<file path="src/rtl/conv_sequencer.sv">
// Convolution-as-GEMM sequencer: walks the HWC operand space, waits for the
// requantised results, then streams the result SRAM out over AXI-Stream.
module conv_sequencer #(
    parameter int ADDR_WIDTH         = 13,
    parameter int DATA_WIDTH         = 32,
    parameter int MAX_CHANNELS       = 64,
    parameter int NUM_CHANNELS_WIDTH = $clog2(MAX_CHANNELS + 1),
    parameter int SRAM_LATENCY       = 1
) (
    input  logic                          s00_axis_aclk,
    input  logic                          s00_axis_aresetn,
    input  logic                          start,
    input  logic [ADDR_WIDTH-1:0]         img_row,
    input  logic [ADDR_WIDTH-1:0]         img_col,
    input  logic [ADDR_WIDTH-1:0]         ker_row,
    input  logic [ADDR_WIDTH-1:0]         ker_col,
    input  logic [NUM_CHANNELS_WIDTH-1:0] num_channels,
    input  logic                          stride2,
    output logic                          busy,
    output logic                          done,
    output logic                          cfg_err,
    output logic                          rd_en,
    output logic [ADDR_WIDTH-1:0]         img_addr,
    output logic [ADDR_WIDTH-1:0]         ker_addr,
    output logic                          mac_first,
    output logic                          mac_last,
    input  logic                          res_valid,
    output logic                          out_rd_en,
    output logic [ADDR_WIDTH-1:0]         out_rd_addr,
    input  logic [DATA_WIDTH-1:0]         out_rd_data,
    output logic [DATA_WIDTH-1:0]         m_axis_tdata,
    output logic                          m_axis_tvalid,
    input  logic                          m_axis_tready,
    output logic                          m_axis_tlast,
    output logic [NUM_CHANNELS_WIDTH-1:0] m_axis_tuser
);
    localparam int NW    = 2 * ADDR_WIDTH;
    localparam int DEPTH = 1 + SRAM_LATENCY;
    localparam int PW    = $clog2(DEPTH);
    localparam int CW    = $clog2(DEPTH + 1);
    localparam logic [CW:0]   DEPTH_V = (CW + 1)'(DEPTH);
    localparam logic [PW-1:0] PTR_MAX = PW'(DEPTH - 1);

    typedef enum logic [2:0] {S_IDLE, S_CHECK, S_COMPUTE, S_DRAIN, S_OUTPUT} state_t;
    state_t state_q, state_d;

    logic                          armed_q, done_q, cfg_err_q, s2_q;
    logic [ADDR_WIDTH-1:0]         ir_q, ic_q, kr_q, kc_q, or_q, oc_q;
    logic [NUM_CHANNELS_WIDTH-1:0] ch_q, c_q;
    logic [ADDR_WIDTH-1:0]         kx_q, ky_q, ox_q, oy_q;
    logic [NW-1:0]                 n_q, res_cnt_q, rd_cnt_q, beat_q;
    logic [SRAM_LATENCY-1:0]       first_sr, last_sr, vld_sr;
    logic [CW-1:0]                 infl_q, cnt_q;
    logic [PW-1:0]                 wp_q, rp_q;
    logic [DATA_WIDTH-1:0]         mem_q [DEPTH];

    logic start_acc, cfg_bad, c_end, kx_end, ky_end, ox_end, oy_end, last_read;
    logic first_now, last_now, hs, beat_last, arrive;
    logic [ADDR_WIDTH-1:0] or_calc, oc_calc, iy, ix;
    logic [CW:0] occ;

    assign start_acc = (state_q == S_IDLE) && start && armed_q;
    assign or_calc   = ((ir_q - kr_q) >> s2_q) + ADDR_WIDTH'(1);
    assign oc_calc   = ((ic_q - kc_q) >> s2_q) + ADDR_WIDTH'(1);
    assign cfg_bad   = (kr_q > ir_q) || (kc_q > ic_q) || (ir_q == '0) || (ic_q == '0) ||
                       (kr_q == '0) || (kc_q == '0) || (ch_q == '0) ||
                       (ch_q > NUM_CHANNELS_WIDTH'(MAX_CHANNELS));

    assign c_end     = c_q  == ch_q - NUM_CHANNELS_WIDTH'(1);
    assign kx_end    = kx_q == kc_q - ADDR_WIDTH'(1);
    assign ky_end    = ky_q == kr_q - ADDR_WIDTH'(1);
    assign ox_end    = ox_q == oc_q - ADDR_WIDTH'(1);
    assign oy_end    = oy_q == or_q - ADDR_WIDTH'(1);
    assign last_read = c_end && kx_end && ky_end && ox_end && oy_end;

    // Address arithmetic modulo 2^ADDR_WIDTH equals the full-width result truncated.
    assign iy        = (oy_q << s2_q) + ky_q;
    assign ix        = (ox_q << s2_q) + kx_q;
    assign rd_en     = (state_q == S_COMPUTE);
    assign img_addr  = rd_en ? (iy * ic_q + ix) * ADDR_WIDTH'(ch_q) + ADDR_WIDTH'(c_q) : '0;
    assign ker_addr  = rd_en ? (ky_q * kc_q + kx_q) * ADDR_WIDTH'(ch_q) + ADDR_WIDTH'(c_q) : '0;
    assign first_now = rd_en && (ky_q == '0) && (kx_q == '0) && (c_q == '0);
    assign last_now  = rd_en && ky_end && kx_end && c_end;
    assign mac_first = first_sr[SRAM_LATENCY-1];
    assign mac_last  = last_sr[SRAM_LATENCY-1];

    assign busy          = (state_q != S_IDLE);
    assign done          = done_q;
    assign cfg_err       = cfg_err_q;
    assign hs            = m_axis_tvalid && m_axis_tready;
    assign beat_last     = beat_q == n_q - NW'(1);
    assign arrive        = vld_sr[SRAM_LATENCY-1];
    assign occ           = {1'b0, infl_q} + {1'b0, cnt_q} - {{CW{1'b0}}, hs};
    assign out_rd_en     = (state_q == S_OUTPUT) && (rd_cnt_q != n_q) && (occ < DEPTH_V);
    assign out_rd_addr   = rd_cnt_q[ADDR_WIDTH-1:0];
    assign m_axis_tvalid = (cnt_q != '0);
    assign m_axis_tdata  = mem_q[rp_q];
    assign m_axis_tlast  = m_axis_tvalid && beat_last;
    assign m_axis_tuser  = ch_q;

    always_ff @(posedge s00_axis_aclk or negedge s00_axis_aresetn) begin
        if (!s00_axis_aresetn) state_q <= S_IDLE;
        else                   state_q <= state_d;
    end

    always_comb begin
        state_d = state_q;
        case (state_q)
            S_IDLE:    if (start_acc) state_d = S_CHECK;
            S_CHECK:   state_d = cfg_bad ? S_IDLE : S_COMPUTE;
            S_COMPUTE: if (last_read) state_d = S_DRAIN;
            S_DRAIN:   if (res_cnt_q == n_q) state_d = S_OUTPUT;
            S_OUTPUT:  if (hs && beat_last) state_d = S_IDLE;
            default:   state_d = S_IDLE;
        endcase
    end

    // armed_q holds off start until the first edge after reset release.
    always_ff @(posedge s00_axis_aclk or negedge s00_axis_aresetn) begin
        if (!s00_axis_aresetn) begin
            armed_q <= 1'b0; done_q <= 1'b0; cfg_err_q <= 1'b0; s2_q <= 1'b0;
            ir_q <= '0; ic_q <= '0; kr_q <= '0; kc_q <= '0; ch_q <= '0;
            or_q <= '0; oc_q <= '0; n_q <= '0; res_cnt_q <= '0;
        end else begin
            armed_q <= 1'b1;
            done_q  <= (state_q == S_OUTPUT) && hs && beat_last;
            if (start_acc) begin
                ir_q <= img_row; ic_q <= img_col; kr_q <= ker_row; kc_q <= ker_col;
                ch_q <= num_channels; s2_q <= stride2; cfg_err_q <= 1'b0; res_cnt_q <= '0;
            end else if ((state_q == S_COMPUTE || state_q == S_DRAIN) && res_valid &&
                         res_cnt_q != n_q) begin
                res_cnt_q <= res_cnt_q + NW'(1);
            end
            if (state_q == S_CHECK) begin
                or_q <= or_calc;
                oc_q <= oc_calc;
                n_q  <= NW'(or_calc) * NW'(oc_calc);
                if (cfg_bad) cfg_err_q <= 1'b1;
            end
        end
    end

    // Loop nest, innermost first: c, kx, ky, ox, oy.
    always_ff @(posedge s00_axis_aclk or negedge s00_axis_aresetn) begin
        if (!s00_axis_aresetn) begin
            c_q <= '0; kx_q <= '0; ky_q <= '0; ox_q <= '0; oy_q <= '0;
        end else if (start_acc) begin
            c_q <= '0; kx_q <= '0; ky_q <= '0; ox_q <= '0; oy_q <= '0;
        end else if (rd_en) begin
            if (!c_end) c_q <= c_q + NUM_CHANNELS_WIDTH'(1);
            else begin
                c_q <= '0;
                if (!kx_end) kx_q <= kx_q + ADDR_WIDTH'(1);
                else begin
                    kx_q <= '0;
                    if (!ky_end) ky_q <= ky_q + ADDR_WIDTH'(1);
                    else begin
                        ky_q <= '0;
                        if (!ox_end) ox_q <= ox_q + ADDR_WIDTH'(1);
                        else begin
                            ox_q <= '0;
                            oy_q <= oy_end ? '0 : oy_q + ADDR_WIDTH'(1);
                        end
                    end
                end
            end
        end
    end

    always_ff @(posedge s00_axis_aclk or negedge s00_axis_aresetn) begin
        if (!s00_axis_aresetn) begin
            first_sr <= '0; last_sr <= '0;
        end else begin
            first_sr[0] <= first_now;
            last_sr[0]  <= last_now;
            for (int i = 1; i < SRAM_LATENCY; i++) begin
                first_sr[i] <= first_sr[i-1];
                last_sr[i]  <= last_sr[i-1];
            end
        end
    end

    // Result readout: in-flight reads plus buffered beats never exceed the buffer depth.
    always_ff @(posedge s00_axis_aclk or negedge s00_axis_aresetn) begin
        if (!s00_axis_aresetn) begin
            rd_cnt_q <= '0; beat_q <= '0; vld_sr <= '0; infl_q <= '0; cnt_q <= '0;
            wp_q <= '0; rp_q <= '0;
            for (int i = 0; i < DEPTH; i++) mem_q[i] <= '0;
        end else begin
            if (start_acc) begin
                rd_cnt_q <= '0;
                beat_q   <= '0;
            end else begin
                if (out_rd_en) rd_cnt_q <= rd_cnt_q + NW'(1);
                if (hs)        beat_q   <= beat_q + NW'(1);
            end
            vld_sr[0] <= out_rd_en;
            for (int i = 1; i < SRAM_LATENCY; i++) vld_sr[i] <= vld_sr[i-1];
            infl_q <= infl_q + CW'(out_rd_en) - CW'(arrive);
            cnt_q  <= cnt_q + CW'(arrive) - CW'(hs);
            if (arrive) begin
                mem_q[wp_q] <= out_rd_data;
                wp_q        <= (wp_q == PTR_MAX) ? '0 : wp_q + PW'(1);
            end
            if (hs) rp_q <= (rp_q == PTR_MAX) ? '0 : rp_q + PW'(1);
        end
    end
endmodule

</file>
<file path="config.mk">
export PLATFORM = sky130hd
export DESIGN_NAME = conv_sequencer
export DESIGN_NICKNAME = d
export VERILOG_FILES = /design/src/rtl/conv_sequencer.sv
export SDC_FILE = /design/constraint.sdc
export NUM_CORES = 2
export LEC_CHECK = 0
export ABC_CLOCK_PERIOD_IN_PS = 15900
export BUFFER_PORTS_ARGS = -buffer_cell sky130_fd_sc_hd__clkbuf_2
export CORE_UTILIZATION = 32
export CTS_CLUSTER_DIAMETER = 200
export CTS_CLUSTER_SIZE = 12
export DETAILED_ROUTE_END_ITERATION = 6
export PLACE_DENSITY = 0.5
export SYNTH_ARGS = -nofsm -noshare
export SYNTH_HDL_FRONTEND = slang
export SYNTH_SLANG_ARGS = --single-unit
</file>
<file path="constraint.sdc">
create_clock -name s00_axis_aclk -period 15.9 [get_ports s00_axis_aclk]
set_input_delay 2.385 -clock s00_axis_aclk [delete_from_list [all_inputs] [get_ports s00_axis_aclk]]
set_output_delay 2.385 -clock s00_axis_aclk [all_outputs]
set_load 0.02 [all_outputs]
</file>
# ---- Word level (Yosys, flattened, before mapping)
# Index checks and enable logic that the tools add are counted.
dict set report classes {
  addsub 32
  n_mul 5
  order_cmp 7
  n_eq_ne 17
  n_shift 4
  n_mux 50
  n_bitwise 2
  reduce_logical 54
}
# op count
set op_table {}
lappend op_table {{$mux 13} 24}
lappend op_table {{$mux 26} 6}
lappend op_table {{$mux 32} 4}
lappend op_table {{$add 13x1->13 const B} 6}
lappend op_table {{$add 26x1->26 const B} 3}
lappend op_table {{$logic_not 13->1} 6}
lappend op_table {{$bwmux 64} 1}
lappend op_table {{$add 13x13->13} 4}
lappend op_table {{$eq 13x13->1} 4}
lappend op_table {{$eq 26x26->1} 2}
lappend op_table {{$ne 26x26->1} 2}
lappend op_table {{$sub 13x1->13 const B} 4}
lappend op_table {{$demux 32 s1} 1}
lappend op_table {{$add 13x7->13} 2}
lappend op_table {{$gt 13x13->1} 2}
lappend op_table {{$mul 13x13->13} 2}
lappend op_table {{$mul 13x13->26} 1}
lappend op_table {{$mul 13x7->13} 2}
lappend op_table {{$shl 13x1->13} 2}
lappend op_table {{$shr 13x1->13} 2}
lappend op_table {{$sub 13x13->13} 2}
lappend op_table {{$sub 26x1->26 const B} 1}
lappend op_table {{$logic_and 1x1->1} 22}
lappend op_table {{$mux 7} 3}
lappend op_table {{31 further kinds} 63}
dict set report totals {
  register_bits 328
  in_bits 97
  out_inout_bits 87
  word_cells 201
}

# ---- Logic depth before layout (Yosys ltp)
dict set report logic_depth {
  depth_word 10
  depth_mapped 49
  mapped_depth_nobuf 44
}

# ---- Least setup slack after synthesis
# No wires, ideal clock.
dict set report synth_path {
  path_kind {register to output}
  from {register s2_q}
  to {output img_addr[12]}
  arrival_time_ps 11644
  t_required_ps 13515
  setup_slack_ps 1871
  path_stages_with_launch 44
  n_path_buf 5
  path_cell_list {dfrtp_1 clkbuf_1 clkbuf_1 clkbuf_1 clkbuf_1 buf_1 mux2_2 ha_1 nor2b_1 o311a_1 o21ai_0 a21oi_1 nor2b_1 nand2_1 fa_1 fa_1 fa_1 inv_1 [... 8 more ...] nor2_1 xnor2_1 nand2_1 fa_1 inv_1 fa_1 fa_1 inv_1 fa_1 inv_1 ha_1 o41ai_1 o21ai_0 xnor2_1 xnor3_1 xnor2_1 o21bai_1 a21oi_1}
}
dict set report synth_between {
  elab_chain_len 7
  elab_cells_between_ends 9
  cone_classes {add/sub: 4; mul: 2; shift: 2; mux: 1}
}
# item line_no
set synth_rtl {}
lappend synth_rtl {{start, declared} 47} ;# logic armed_q, done_q, cfg_err_q, s2_q;
lappend synth_rtl {{start signal, assigned} 121} ;# armed_q <= 1'b0; done_q <= 1'b0; cfg_err_q <= 1'b0; s2_q <= 1'b0;
lappend synth_rtl {{start signal, assigned} 129} ;# ch_q <= num_channels; s2_q <= stride2; cfg_err_q <= 1'b0; res_cnt_q <= '0;
lappend synth_rtl {{$shl 13x1->13} 77} ;# assign iy = (oy_q << s2_q) + ky_q;
lappend synth_rtl {{$add 13x13->13} 77}
lappend synth_rtl {{$mul 13x13->13} 80} ;# assign img_addr = rd_en ? (iy * ic_q + ix) * ADDR_WIDTH'(ch_q) + ADDR_WIDTH'(c_q) : '0;
lappend synth_rtl {{$add 13x13->13 (*)} 80}
lappend synth_rtl {{$mul 13x7->13 (*)} 80}
lappend synth_rtl {{$add 13x7->13 (*)} 80}
lappend synth_rtl {{$mux 13 (*)} 80}
lappend synth_rtl {{end, declared} 23} ;# output logic [ADDR_WIDTH-1:0] img_addr,
# Mark *: on every way between the ends. The rest lies on a longest branch, timed or not.

# ---- Worst setup path in the final report
# Same ends and word-level chain as after synthesis.

==> impl_metrics.tcl <==
set metrics [dict create \
    outcome "completed" \
    dr.pass1.iters 7 \
    area_growth_pct 8.64 \
    rrSetupSlack_ns 5.62 \
    synth_area_sq_um 36400 \
    yosysTopAreaCell "dfrtp_1" \
    rsz0062_at_grt "no" \
    grt.total_usage_pct 17.8 \
    overflow 0 \
    drive_above_1_share_pct 9.82 \
    synth_warnings 0 \
    crit_top_cell "fa_1" \
    clk_latency_ns 0.64 \
    syn_nets 4860 \
    yosys-top-cells-area "dfrtp_1 23%, fa_1 18%, ha_1 9.2%, xnor2_1 6.6%, nand2_1 5.6%" \
    layout.area.seq_sq_um 8210 \
    core-area_sq_um 113000 \
    endpoint_kind "output port" \
    die-area_sq_um 115000 \
    fin_util_pct 35.1 \
    nets 4918 \
    drt_iter0_markers 1507 \
    first_global_vias 28500 \
    finalNonFillerCells 5718 \
    timing.slew.headroom_pct 18.4 \
    grt_start_max_net_pins 87 \
    num_vias 28000 \
    die_height_microns 339 \
    reg2reg_from "ic_q[0]" \
    worst_ep_required_time_ns 13.52 \
    seq_area_frac_synth_pct 22.5 \
    syn_area_per_cell_sq_um 8.76 \
    cts_buffer_depth 3 \
    fin_crit_ns 14.47 \
    fin_worst_skew_ns 0.0207 \
    initial_core_util_pct 32.4 \
    synth.distinct_cells 87 \
    async_flop_share_pct 100 \
    clk_pin_slew_ns 0.07 \
    via_per_inst 4.89 \
    final-setup-viol-count 0 \
    cts_made_buffers 31 \
    holdBufCountCts 0 \
    dp_cells 5684 \
    clkSinkCount 328 \
    hp-class "register to register" \
    hold_violations 0 \
    hold_path.startpoint "rp_q" \
    fp.dieW_microns 339 \
    path_buf_inv 7 \
    synth-main-ff-cell "dfrtp_1" \
    critPathTopFamily "adder cells" \
    num_antenna_cells 0 \
    cts_htree_levels 1 \
    routed_wirelength_microns 102000 \
    slew_violations 0 \
    worst_pin_slew_ns 1.21 \
    multi_input_area_sq_um 25500 \
    max-cap-violations 0 \
    stdcell_area_sq_um 39600 \
    synth_most_common_cell "nand2_1" \
    period_share_pct 91.0 \
    drc 0 \
    crit_arrival_ns 12.08 \
    antenna_found_initial 2 \
    crit_type "register to output port" \
    root_buffer "clkbuf_16" \
    min_to "rp_q" \
    ios 184 \
    syn_inst 4159 \
    path_max_fanout 27 \
    post_cts.repair.setup_buffers 0 \
    num_rows 123 \
    r2r-end "n_q[24]" \
    hold_depth 1 \
    cts_resized 0 \
    rr_worst_depth 30 \
    synth_top_area_share_pct 22.5 \
    ys_top_cells_by_count "546 x nand2_1, 516 x inv_1, 335 x fa_1, 328 x dfrtp_1, 281 x nor2_1" \
    grt_pass1_wl_microns 164000 \
    ys_seq_elements 328 \
    finalSetupTns_ns 0 \
    cp_slowest_stage_delay_ns 0.79 \
    hpwl_microns 79100 \
    wl_per_cell_microns 17.9 \
    start_kind "register" \
    fill_cells 11800 \
    synth-edff-count 0 \
    cts_tree "yes" \
    place.gp.congestion 0.834 \
    dpl_cell_area_sq_um 38800 \
    clock.fmax_mhz 69.1 \
    critPathSlowestCell "dfrtp_2" \
    final_antenna_net_count 0 \
    port_buffers 183 \
]
-- per-stage QoR --
| step | hold slack [ns] | setup WS [ns] |
|---|---|---|
| global placement | 0.461 | 2.18 |
| finish | 0.473 | 1.43 |
| CTS | 0.477 | 1.29 |
| floorplan | 0.446 | 1.87 |
| global route | 0.488 | 0.684 |
| detailed placement | 0.463 | 2.02 |
-- layout make-up --
type	count	area share (%)
well taps	1500	4.74
clock inverters	2	0.0727
flip-flops and latches	328	20.7
multi-input cells	3113	64.4
clock buffers	32	1.97
repair buffers	226	3.15
inverters	517	4.90
-- worst max-delay path by stage --
stage | start | endpoint | slack (ns) | depth (start not counted)
finish | s2_q | img_addr[12] | 1.43 | 39
global route | s2_q | img_addr[12] | 0.68 | 39
CTS | s2_q | img_addr[12] | 1.29 | 39
detailed placement | s2_q | img_addr[12] | 2.02 | 39
global placement | s2_q | img_addr[12] | 2.18 | 39
floorplan | s2_q | img_addr[12] | 1.87 | 43
-- layout by cell type, fill, tap and decap left out, types with 43 or more instances in the layout --
master / synthesis / layout
xnor2_1: 275 / 275
fa_1: 335 / 335
and3_1: 46 / 46
nand4_1: 60 / 60
xor2_1: 159 / 159
nor3_1: 63 / 63
nor2_1: 281 / 279
ha_1: 269 / 269
clkbuf_2: 1 / 182
and2_1: 199 / 199
o21ai_0: 163 / 162
mux2_2: 113 / 113
inv_1: 516 / 516
nand3_1: 100 / 99
a21oi_1: 101 / 100
nand2_1: 546 / 546
dfrtp_1: 328 / 327
buf_4: 13 / 43
-- logic make-up after synthesis --
logic type      after synthesis  share of synthesized area, %
mux                         136                          4.12
xor+xnor                    440                          10.8
fa+ha+maj                   604                          27.6
flops                       328                          22.5
other cells                   1                        0.0103
compound gates              445                          7.61
buf+inv                     718                          7.61
simple gates               1487                          19.7
-- metal layers --
layer	track usage [%]	part of all wire, %	up-vias
li1	-	-	13500
met1	23.8	45	13900
met2	31.0	49	494
met3	1.72	3.5	93
met4	4.04	2.3	0
met5	0	0	-
-- state kept, by name (all words and copies together), names as in the netlist, 2 cells and up --
| name | flops |
|---|---|
| kc_q | 13 |
| oc_q | 13 |
| n_q | 26 |
| ic_q | 13 |
| ky_q | 13 |
| ir_q | 13 |
| infl_q | 2 |
| state_q | 3 |
| mem_q | 64 |
| ox_q | 13 |
| beat_q | 26 |
| oy_q | 13 |
| res_cnt_q | 26 |
| or_q | 13 |
| kr_q | 13 |
| c_q | 7 |
| kx_q | 13 |
| m_axis_tuser | 7 |
| rd_cnt_q | 26 |
| cnt_q | 2 |
-- worst reg2reg max path: cells and delay by family (launching register included) --
kind | cells | cell delay [ns]
compound gates | 10 | 2.53
simple gates | 6 | 1.82
flops | 1 | 0.61
fa+ha+maj | 9 | 3.99
buf+inv | 4 | 0.97
xor+xnor | 1 | 0.24
Power is not shown: default switching activity piles up to over one toggle a cycle in this logic, so the estimate is an artifact.
